<file path="src/rtl/onewire_master_ctrl.sv">
// 1-Wire bus master: RESET/presence, byte write and byte read slots, LSB first.
// One command at a time; a one-cycle completion pulse carries the result.
`timescale 1ns/1ps
module onewire_master_ctrl #(
  parameter int unsigned CLK_PER_US = 27
) (
  input  logic       clk,
  input  logic       rst,
  input  logic       cmd_valid,
  output logic       cmd_ready,
  input  logic [1:0] cmd_op,
  input  logic [7:0] cmd_data,
  input  logic       onewire_in,
  output logic       drive_low,
  output logic       busy,
  output logic       rsp_valid,
  output logic [7:0] rsp_data,
  output logic       rsp_presence
);

  localparam int unsigned K  = CLK_PER_US;
  localparam int unsigned CW = $clog2(960 * K);

  localparam logic [CW-1:0] C_RST_LAST  = CW'(960 * K - 1);
  localparam logic [CW-1:0] C_RST_LOW   = CW'(480 * K);
  localparam logic [CW-1:0] C_PRES      = CW'(550 * K);
  localparam logic [CW-1:0] C_SLOT_LAST = CW'(70 * K - 1);
  localparam logic [CW-1:0] C_TLOW_1    = CW'(6 * K);
  localparam logic [CW-1:0] C_TLOW_0    = CW'(60 * K);
  localparam logic [CW-1:0] C_RD_SAMPLE = CW'(15 * K);

  localparam logic [1:0] S_IDLE = 2'd0;
  localparam logic [1:0] S_RST  = 2'd1;
  localparam logic [1:0] S_SLOT = 2'd2;
  localparam logic [1:0] S_RESP = 2'd3;

  localparam logic [1:0] OP_RESET = 2'b00;
  localparam logic [1:0] OP_WRITE = 2'b01;
  localparam logic [1:0] OP_READ  = 2'b10;

  logic [1:0]    r_state, w_state_n;
  logic          r_pend;
  logic [1:0]    r_op;
  logic [7:0]    r_data;
  logic [7:0]    r_shift;
  logic [7:0]    r_rsp_data;
  logic [CW-1:0] r_cnt, w_cnt_n;
  logic [2:0]    r_bit, w_bit_n;
  logic          r_presence;
  logic          r_rsp_presence;
  logic          r_drive_low, w_drive_n;
  logic [CW-1:0] w_tlow;
  logic          w_ready;

  // The accepted command spends one cycle in a latch stage (r_pend) inside
  // IDLE before the phase starts; cmd_ready is withheld during that cycle.
  assign w_ready      = (r_state == S_IDLE) && !r_pend;
  assign cmd_ready    = w_ready;
  assign busy         = !w_ready;
  assign rsp_valid    = (r_state == S_RESP);
  assign rsp_data     = r_rsp_data;
  assign rsp_presence = r_rsp_presence;
  assign drive_low    = r_drive_low;

  always_comb begin
    w_state_n = r_state;
    w_cnt_n   = r_cnt;
    w_bit_n   = r_bit;
    case (r_state)
      S_IDLE: begin
        if (r_pend) begin
          w_cnt_n = '0;
          w_bit_n = '0;
          case (r_op)
            OP_RESET:         w_state_n = S_RST;
            OP_WRITE, OP_READ: w_state_n = S_SLOT;
            default:          w_state_n = S_RESP;
          endcase
        end
      end
      S_RST: begin
        if (r_cnt == C_RST_LAST) begin
          w_state_n = S_RESP;
          w_cnt_n   = '0;
        end else begin
          w_cnt_n = r_cnt + 1'b1;
        end
      end
      S_SLOT: begin
        if (r_cnt == C_SLOT_LAST) begin
          w_cnt_n = '0;
          if (r_bit == 3'd7) w_state_n = S_RESP;
          else               w_bit_n   = r_bit + 1'b1;
        end else begin
          w_cnt_n = r_cnt + 1'b1;
        end
      end
      default: w_state_n = S_IDLE;
    endcase
    // drive_low is registered, so it is derived from next-cycle state/counter
    w_tlow    = (r_op == OP_WRITE && !r_data[w_bit_n]) ? C_TLOW_0 : C_TLOW_1;
    w_drive_n = ((w_state_n == S_RST)  && (w_cnt_n < C_RST_LOW)) ||
                ((w_state_n == S_SLOT) && (w_cnt_n < w_tlow));
  end

  always_ff @(posedge clk) begin
    if (rst) begin
      r_state        <= S_IDLE;
      r_pend         <= 1'b0;
      r_op           <= '0;
      r_data         <= '0;
      r_shift        <= '0;
      r_cnt          <= '0;
      r_bit          <= '0;
      r_presence     <= 1'b0;
      r_rsp_data     <= '0;
      r_rsp_presence <= 1'b0;
      r_drive_low    <= 1'b0;
    end else begin
      r_state     <= w_state_n;
      r_cnt       <= w_cnt_n;
      r_bit       <= w_bit_n;
      r_drive_low <= w_drive_n;
      r_pend      <= cmd_valid && w_ready;
      if (cmd_valid && w_ready) begin
        r_op   <= cmd_op;
        r_data <= cmd_data;
      end
      if (r_state == S_RST && r_cnt == C_PRES)
        r_presence <= !onewire_in;
      if (r_state == S_SLOT && r_op == OP_READ && r_cnt == C_RD_SAMPLE)
        r_shift[r_bit] <= onewire_in;
      if (w_state_n == S_RESP && r_state != S_RESP) begin
        r_rsp_data     <= (r_op == OP_READ)  ? r_shift : '0;
        r_rsp_presence <= (r_op == OP_RESET) ? r_presence : 1'b0;
      end
    end
  end

endmodule

</file>
<file path="config.mk">
export PLATFORM = sky130hd
export DESIGN_NAME = onewire_master_ctrl
export DESIGN_NICKNAME = d
export VERILOG_FILES = /design/src/rtl/onewire_master_ctrl.sv
export SDC_FILE = /design/constraint.sdc
export NUM_CORES = 1
export LEC_CHECK = 0
export CORE_MARGIN = 2
export CORE_UTILIZATION = 40
export CTS_CLUSTER_DIAMETER = 60
export DETAILED_ROUTE_END_ITERATION = 7
export DONT_BUFFER_PORTS = 1
export GPL_TIMING_DRIVEN = 0
export PLACE_DENSITY = 0.61
export RECOVER_POWER = 50
export SLEW_MARGIN = 20
export SYNTH_ARGS = -nofsm -noshare
export SYNTH_HDL_FRONTEND = slang
export SYNTH_SLANG_ARGS = --single-unit
</file>
<file path="constraint.sdc">
create_clock -name clk -period 4.7 [get_ports clk]
set_input_delay 0.235 -clock clk [delete_from_list [all_inputs] [get_ports clk]]
set_output_delay 0.235 -clock clk [all_outputs]
set_load 0.005 [all_outputs]
</file>
==> flow_metrics.env, run 1 <==
export IMPL_fin_crit_ps=4414
export IMPL_period_share=0.9392
export IMPL_seq_power_share=0.533
export IMPL_r2r_end="drive_low"
export IMPL_grt_total_usage=0.1854
export IMPL_fmax_mhz=226.5
export IMPL_antenna_found_initial=0
export IMPL_drive_gt1_frac=0.06522
export IMPL_ys_seq_elements=50
export IMPL_syn_num_nets=389
export IMPL_ys_seq_area_frac=0.3557
export IMPL_rows=30
export IMPL_grt_overflow=0
export IMPL_synth_edff_count=0
export IMPL_power_internal_mw=0.5819
export IMPL_start_util=0.4142
export IMPL_r2r_start="r_cnt[1]"
export IMPL_place_area_sq_um=2934
export IMPL_ys_top_cells_by_count="nand2_1, dfxtp_1, a21oi_1, nor2_1, nand3_1"
export IMPL_nNetsFinal=396
export IMPL_cp_end_kind="flip-flop"
export IMPL_critical_path_arrival_ps=4680
export IMPL_clk_pin_slew_ps=100
export IMPL_vias_per_cell=5.414
export IMPL_syn_area_sq_um=2814
export IMPL_h_tree_depth=2
export IMPL_clk_latency_ps=320
export IMPL_num_antenna_cells=0
export IMPL_post_place_ws_ps=152.3
export IMPL_place_hpwl_um=4946
export IMPL_power_density_nw_per_um2=273.7
export IMPL_timing_final_ws_setup_ps=285.6
export IMPL_synth_distinct_cells=56
export IMPL_route_detailed_drc=0
export IMPL_synth_top_cell_by_area="dfxtp_1"
export IMPL_netlist_area_leader_share=0.3557
export IMPL_first_global_vias=2319
export IMPL_grt_max_degree=19
export IMPL_yosysWarnings=0
export IMPL_finClkSkew_ps=10.31
export IMPL_hp_class="input port to flip-flop"
export IMPL_finalSetupViolations=0
export IMPL_worst_pin_slew_ps=822.2
export IMPL_rsz0062_at_grt="no"
export IMPL_die_area_sq_um=7722
export IMPL_area_delta_synth_final_pct=7.737
export IMPL_die_h_um=87.88
export IMPL_synth_main_ff_cell="dfxtp_1"
export IMPL_clock_path_buffers=2
export IMPL_cp_data_required_time_ps=4960
export IMPL_worstSetupEndpoint="drive_low"
export IMPL_gp_congestion=0.9138
export IMPL_r2r_cells=16
export IMPL_fin_area_sq_um=3032
export IMPL_switching_share=0.2988
export IMPL_timing_slew_headroom=0.4476
export IMPL_p_comb_frac=0.129
export IMPL_root_buffer="clkbuf_8"
export IMPL_yosysMostFrequentCell="nand2_1"
export IMPL_io_pins=27
export IMPL_cts_made_buffers=5
export IMPL_ir_drop_v=0.0001585
export IMPL_cts_tree="yes"
export IMPL_slew_viol_final=0
export IMPL_core_area_sq_um=6794
export IMPL_cp_max_fo=7
export IMPL_path_class="flip-flop to flip-flop"
export IMPL_total_power_mw=0.8299
export IMPL_drt_iter0_markers=142
export IMPL_p_clk_frac=0.338
export IMPL_rrSetupSlack_ps=290
export IMPL_clock_sinks=50
export IMPL_crit_start="r_cnt[1]"
export IMPL_leakage_nw=1.114
export IMPL_final_antenna_net_count=0
export IMPL_startpoint_type="flip-flop"
export IMPL_finalHoldViolCount=0
export IMPL_port_buffers=0
export IMPL_vias=2512
export IMPL_postRouteWirelength_um=6663
export IMPL_die_w_um=87.88
export IMPL_synth_area_per_cell_sq_um=7.817
export IMPL_yosys_top_cells_area="dfxtp_1, nand2_1, ha_1, a21oi_1, nand3_1"
export IMPL_synth_cells=360
export IMPL_async_flop_share=0
export IMPL_net_switching_power_mw=0.2479
export IMPL_status="finished clean"
export IMPL_wire_per_inst_um=14.36
export IMPL_max_cap_viol_count=0
export IMPL_detail_route_first_pass_iterations=4
export IMPL_grt_pass1_wl_um=11120
export IMPL_fin_tns_setup_ps=0
final cells by class:
| class | instances | area [sq um] |
|---|---|---|
| Inverter | 15 | 56.30 |
| Multi-Input combinational cell | 277 | 1670 |
| Tap cell | 96 | 120.1 |
| Sequential cell | 50 | 1002 |
| Fill cell | 670 | 3762 |
| Clock buffer | 5 | 68.82 |
| Clock inverter | 3 | 28.78 |
| Buffer | 18 | 85.08 |
state kept, by name, summed over array words and instances (netlist names):
| signal | flops |
|---|---|
| drive_low | 1 |
| r_bit | 3 |
| r_cnt | 15 |
| r_data | 8 |
| r_op | 2 |
| r_pend | 1 |
| r_presence | 1 |
| r_shift | 8 |
| r_state | 2 |
| rsp_data | 8 |
| rsp_presence | 1 |
worst min path at each step:
stage | start | endpoint | slack, ps | depth (start not counted)
after global placement | cmd_data[7] | r_data[7] | 370 | 2
after CTS | cmd_data[7] | r_data[7] | 40 | 2
after detailed placement | cmd_data[7] | r_data[7] | 380 | 2
after global routing | cmd_data[4] | r_data[4] | 30 | 2
final | cmd_data[7] | r_data[7] | 40 | 2
after floorplan | cmd_data[7] | r_data[7] | 370 | 2
kinds of logic after synthesis:
group                      share of synthesized area
muxes                                        0.03024
AOI/OAI and AO/OA                             0.1792
buffers and inverters                        0.05068
xor gates and xnor gates                    0.006226
and+or+nand+nor                               0.3112
adders and majority gates                    0.06670
DFF                                           0.3557
critical path, stage by stage (launching register included):
cell	delay, ps
dfxtp_1	370
inv_1	90
ha_1	150
or4b_4	470
or4_4	490
buf_6	150
o311a_4	400
a2111oi_0	430
o41a_1	370
inv_2	110
ha_1	280
o21a_1	160
o21a_1	160
o21ai_1	160
a21oi_1	60
o311ai_0	300
a41o_1	210
per-layer routing:
metal,share of wire,track usage,vias to the layer above
met5,0,0,-
met4,0.011,0.04895,0
met3,0.040,0.04807,8
met2,0.46,0.2913,48
met1,0.49,0.2532,1171
li1,-,-,1285
through the flow:
stage	hold WS (ps)	util	cells
after floorplan	371.0	-	360
after global routing	33.65	0.4462	464
final	43.54	0.4462	464
after global placement	373.2	0.4319	456
after detailed placement	377.6	0.4319	456
after CTS	39.91	0.4462	464
repair_timing:
| item | 4_1_cts | 5_1_grt |
|---|---|---|
| hold endpoints to repair | 0 | 0 |
| gates resized for setup | 0 | 3 |
| endpoints found under the setup margin | 0 | 1 |
| buffers inserted | 0 | 0 |
| hold buffers | 0 | 0 |
power groups by stage:
| stage | combinational, mW | sequential [mW] | clock (mW) |
|---|---|---|---|
| after global routing | 0.123 | 0.444 | 0.303 |
| after detailed placement | 0.108 | 0.452 | 0 |
| final | 0.107 | 0.442 | 0.280 |
| after CTS | 0.108 | 0.442 | 0.287 |
| after floorplan | 0.0818 | 0.450 | 0 |
| after global placement | 0.106 | 0.451 | 0 |
placed cells by master (no fill, tap or decap), types with 9 or more instances in the layout:
master / n
nand2_1: 56
dfxtp_1: 49
a21oi_1: 35
nor2_1: 31
nand3_1: 26
ha_1: 15
inv_1: 14
clkbuf_1: 13
o21ai_0: 13
nor2b_1: 11
nor3_1: 9
Note: power is estimated with default switching activity, not from simulation.
==> run 2: changes to the inputs <==
--- a/config.mk
+++ b/config.mk
@@ -5,7 +5,6 @@
 export SDC_FILE = /design/constraint.sdc
 export NUM_CORES = 1
 export LEC_CHECK = 0
-export CORE_MARGIN = 2
 export CORE_UTILIZATION = 40
 export CTS_CLUSTER_DIAMETER = 60
 export DETAILED_ROUTE_END_ITERATION = 7
==> flow_metrics.env, run 2 (same netlist as run 1, synthesis figures left out) <==
export IMPL_layout_common_cells="nand2_1, dfxtp_1, a21oi_1"
export IMPL_vias=2522
export IMPL_area_delta_synth_final_pct=8.848
export IMPL_gp_congestion=0.9170
export IMPL_regMostFlops="r_cnt"
export IMPL_drive_gt1_frac=0.06775
export IMPL_antenna_found_initial=0
export IMPL_start_util=0.4142
export IMPL_rrSetupSlack_ps=230
export IMPL_grt_pass1_wl_um=10720
export IMPL_hp_start="cmd_data[7]"
export IMPL_r2r_end="drive_low"
export IMPL_core_area_sq_um=6794
export IMPL_status="finished clean"
export IMPL_slowest_delay_ps=510
export IMPL_period_share=0.9504
export IMPL_r2r_cells=17
export IMPL_io_pins=27
export IMPL_finalSetupViolations=0
export IMPL_clock_sinks=50
export IMPL_first_global_vias=2228
export IMPL_final_antenna_net_count=0
export IMPL_clock_path_buffers=2
export IMPL_port_buffers=0
export IMPL_path_cells="inv_1 -> ha_1 -> or4b_4 -> or4_4 -> buf_6 -> o311a_4 -> mux2i_1 -> and3b_1 -> o41a_1 -> inv_2 -> ha_1 -> o21a_1 -> o21a_1 -> o21ai_0 -> a21oi_1 -> o311ai_1 -> a41o_1"
export IMPL_num_antenna_cells=0
export IMPL_vias_per_cell=5.424
export IMPL_hold_depth=2
export IMPL_largest_reg_flops=15
export IMPL_critical_path_arrival_ps=4720
export IMPL_hold_end="r_data[7]"
export IMPL_r2r_start="r_cnt[1]"
export IMPL_rows=30
export IMPL_ir_drop_v=0.0001514
export IMPL_die_w_um=85.88
export IMPL_multi_input_area_sq_um=1670
export IMPL_cts_tree="yes"
export IMPL_route_detailed_drc=0
export IMPL_nNetsFinal=397
export IMPL_grt_max_degree=17
export IMPL_final_fill_count=704
export IMPL_fmax_mhz=223.9
export IMPL_cp_max_fo=7
export IMPL_wire_per_inst_um=14.18
export IMPL_fin_tns_setup_ps=0
export IMPL_startpoint_type="flip-flop"
export IMPL_grt_overflow=0
export IMPL_crit_slowest_cell="o41a_1"
export IMPL_finalHoldViolCount=0
export IMPL_postRouteWirelength_um=6593
export IMPL_seq_area_sq_um=1002
export IMPL_slew_viol_final=0
export IMPL_clk_pin_slew_ps=100
export IMPL_max_cap_viol_count=0
export IMPL_path_class="flip-flop to flip-flop"
export IMPL_finClkSkew_ps=8.127
export IMPL_clk_latency_ps=310
export IMPL_fin_crit_ps=4467
export IMPL_crit_family="compound AO/OA/AOI/OAI gates"
export IMPL_hp_class="input port to flip-flop"
export IMPL_cp_data_required_time_ps=4950
export IMPL_mostFrequentLayoutCell="nand2_1"
export IMPL_total_power_mw=0.8795
export IMPL_detail_route_first_pass_iterations=4
export IMPL_grt_total_usage=0.1855
export IMPL_leakage_nw=1.131
export IMPL_rsz0062_at_grt="no"
export IMPL_holdBufCountCts=0
export IMPL_fin_util=0.4508
export IMPL_root_buffer="clkbuf_8"
export IMPL_place_hpwl_um=4807
export IMPL_timing_slew_headroom=0.4614
export IMPL_drt_iter0_markers=207
export IMPL_die_area_sq_um=7375
export IMPL_worst_pin_slew_ps=801.8
export IMPL_path_buf_inv=3
export IMPL_die_h_um=85.88
export IMPL_cts_made_buffers=5
export IMPL_h_tree_depth=2
export IMPL_power_density_nw_per_um2=287.2
export IMPL_cp_end_kind="flip-flop"
[run 2: changes by cell type in the layout (fill, tap and decap cells not counted), sizes merged]
cell	previous run	this run
clkinv	2	0
bufinv	0	1
clkbuf	18	19
buf	5	6
[run 2: worst max path at each step]
stage	startpoint	endpoint	slack, ps	cells after the start
floorplan	r_cnt[0]	drive_low	510	16
global placement	r_cnt[0]	drive_low	130	16
detailed placement	r_cnt[0]	drive_low	80	16
CTS	r_cnt[0]	drive_low	2	15
global route	r_cnt[1]	drive_low	20	16
finish	r_cnt[1]	drive_low	230	17
[run 2: area by class of cell]
class,instances,area share
buffer,18,0.02778
clock buffer,6,0.02696
clock inverter,2,0.01266
inverter,15,0.01838
multi-input combinational,277,0.5453
sequential,50,0.3272
tap,96,0.03922
timing repair buffer,1,0.002451
[run 2: stage by stage]
step,area [sq um],hold slack [ps],worst slack [ps],instances
5_1_grt,3063,33.08,18.82,465
2_1_floorplan,2814,371.0,513.7,360
3_5_place_dp,2934,378.0,76.26,456
3_3_place_gp,2934,374.1,132.5,456
4_1_cts,3055,40.65,2.265,464
6_report,3063,44.66,233.0,465
[run 2: report_power, final]
group | internal (mW) | switching (mW) | total, mW | leakage, nW
Clock | 0.175 | 0.154 | 0.329 | 0.0618
Sequential | 0.434 | 0.00760 | 0.442 | 0.405
Combinational | 0.0373 | 0.0713 | 0.109 | 0.664
Total | 0.647 | 0.233 | 0.880 | 1.13
[run 2: what timing repair did]
action / 4_1_cts / 5_1_grt
setup endpoints to repair: 0 / 1
resized for setup: 0 / 3
buffers inserted: 0 / 1
[run 2: worst register-to-register path, stage by stage (launching register included)]
cell and delay, ps:
dfxtp_1 360, inv_1 90, ha_1 160, or4b_4 470
or4_4 490, buf_6 150, o311a_4 400, mux2i_1 130
and3b_1 170, o41a_1 510, inv_2 140, ha_1 240
o21a_1 170, o21a_1 150, o21ai_0 220, a21oi_1 70
o311ai_1 270, a41o_1 210
[run 2: layer usage]
metal / part of all wire / up-vias / global-route usage
met5: 0 / - / 0
met4: 0.0093 / 0 / 0.04091
met3: 0.044 / 5 / 0.04524
met2: 0.45 / 48 / 0.2900
met1: 0.49 / 1184 / 0.2585
li1: - / 1285 / -
==> run 3: changes to the inputs <==
--- a/config.mk
+++ b/config.mk
@@ -5,12 +5,12 @@
 export SDC_FILE = /design/constraint.sdc
 export NUM_CORES = 1
 export LEC_CHECK = 0
-export CORE_UTILIZATION = 40
+export CORE_UTILIZATION = 55
 export CTS_CLUSTER_DIAMETER = 60
 export DETAILED_ROUTE_END_ITERATION = 7
 export DONT_BUFFER_PORTS = 1
 export GPL_TIMING_DRIVEN = 0
-export PLACE_DENSITY = 0.61
+export PLACE_DENSITY = 0.77
 export RECOVER_POWER = 50
 export SLEW_MARGIN = 20
 export SYNTH_ARGS = -nofsm -noshare
==> flow_metrics.env, run 3 (same netlist as run 1, synthesis figures left out) <==
export IMPL_critical_path_arrival_ps=4770
export IMPL_path_class="flip-flop to flip-flop"
export IMPL_mostFrequentLayoutCell="nand2_1"
export IMPL_num_antenna_cells=0
export IMPL_area_delta_synth_final_pct=7.292
export IMPL_holdBufCountCts=0
export IMPL_hold_end="r_data[2]"
export IMPL_detail_route_first_pass_iterations=4
export IMPL_first_global_vias=2382
export IMPL_antenna_found_initial=0
export IMPL_die_h_um=73.53
export IMPL_grt_pass1_wl_um=11040
export IMPL_finClkSkew_ps=11.35
export IMPL_clk_pin_slew_ps=100
export IMPL_vias_per_cell=5.864
export IMPL_clock_path_buffers=2
export IMPL_ctsResizeCount=0
export IMPL_final_antenna_net_count=0
export IMPL_postCtsSetupBuffers=0
export IMPL_fin_tns_setup_ps=0
export IMPL_drive_gt1_frac=0.06522
export IMPL_finalHoldViolCount=0
export IMPL_rows=25
export IMPL_grt_max_degree=17
export IMPL_largest_reg_flops=15
export IMPL_clock_sinks=50
export IMPL_drt_iter0_markers=180
export IMPL_leakage_nw=1.126
export IMPL_fin_crit_ps=4509
export IMPL_total_power_mw=0.8752
export IMPL_h_tree_depth=2
export IMPL_period_share=0.9593
export IMPL_wire_per_inst_um=14.51
export IMPL_regMostFlops="r_cnt"
export IMPL_ir_drop_v=0.0002438
export IMPL_rrSetupSlack_ps=190
export IMPL_start_util=0.5842
export IMPL_timing_slew_headroom=0.4547
export IMPL_startpoint_type="flip-flop"
export IMPL_die_w_um=73.53
export IMPL_port_buffers=0
export IMPL_grt_overflow=0
export IMPL_r2r_cells=17
export IMPL_io_pins=27
export IMPL_core_area_sq_um=4817
export IMPL_timing_final_ws_setup_ps=191.4
export IMPL_multi_input_area_sq_um=1670
export IMPL_cp_max_fo=7
export IMPL_status="finished clean"
export IMPL_cp_end_kind="flip-flop"
export IMPL_cp_data_required_time_ps=4960
export IMPL_rsz0062_at_grt="no"
export IMPL_root_buffer="clkbuf_8"
export IMPL_layout_common_cells="nand2_1, dfxtp_1, a21oi_1"
export IMPL_hp_start="cmd_data[2]"
export IMPL_hold_depth=2
export IMPL_worst_pin_slew_ps=797.3
export IMPL_place_hpwl_um=4654
export IMPL_r2r_start="r_cnt[1]"
export IMPL_cts_tree="yes"
export IMPL_cts_made_buffers=5
export IMPL_grt_total_usage=0.2646
export IMPL_final_fill_count=461
export IMPL_postRouteWirelength_um=6311
export IMPL_route_detailed_drc=0
export IMPL_finalSetupViolations=0
export IMPL_slew_viol_final=0
export IMPL_hp_class="input port to flip-flop"
export IMPL_power_density_nw_per_um2=289.9
export IMPL_post_place_ws_ps=141.6
export IMPL_fmax_mhz=221.8
export IMPL_seq_area_sq_um=1002
export IMPL_max_cap_viol_count=0
export IMPL_vias=2551
export IMPL_r2r_end="drive_low"
export IMPL_gp_congestion=0.9029
export IMPL_clk_latency_ps=310
export IMPL_whs_ps=44.53
export IMPL_die_area_sq_um=5407
export IMPL_nNetsFinal=396
run 3: report_power, final:
part           internal (mW)  total [mW]  switching, mW
combinational         0.0366       0.107         0.0703
sequential             0.434       0.442        0.00776
clock                  0.175       0.326          0.151
run 3: cell type report:
class	instances	share of cell area
Tap cell	67	0.02777
Sequential cell	50	0.3320
Clock inverter	2	0.01285
Inverter	15	0.01865
Buffer	18	0.02818
Multi-Input combinational cell	277	0.5533
Clock buffer	6	0.02735
run 3: metal layers:
layer / vias to the layer above / part of all wire / track usage
met4: 0 / 0.031 / 0.1282
met2: 80 / 0.45 / 0.3874
li1: 1289 / - / -
met1: 1161 / 0.46 / 0.3709
met5: - / 0 / 0
met3: 21 / 0.060 / 0.05075
run 3: per-stage QoR:
stage	area (sq um)	cells	utilization
2_1_floorplan	2814	360	-
3_3_place_gp	2898	427	0.6016
3_5_place_dp	2898	427	0.6016
4_1_cts	3019	435	0.6268
5_1_grt	3019	435	0.6268
6_report	3019	435	0.6268
run 3: worst max-delay path, stage by stage (launching register included):
cell and delay (ps):
dfxtp_1 360, inv_1 100, ha_1 160, or4b_4 480, or4_4 490, buf_6 150, o311a_4 400, mux2i_1 140
and3b_1 180, o41a_1 510, inv_2 140, ha_1 240, o21a_1 170, o21a_1 160, o21ai_1 160, a21oi_1 60
o311ai_0 330, a41o_1 220
run 3: worst max path at each step:
stage / slack (ps) / from / cells past startpoint / end
detailed placement: 140 / r_cnt[0] / 16 / drive_low
global route: 50 / r_cnt[1] / 17 / drive_low
floorplan: 510 / r_cnt[0] / 16 / drive_low
finish: 190 / r_cnt[1] / 17 / drive_low
global placement: 220 / r_cnt[0] / 16 / drive_low
CTS: 100 / r_cnt[0] / 16 / drive_low
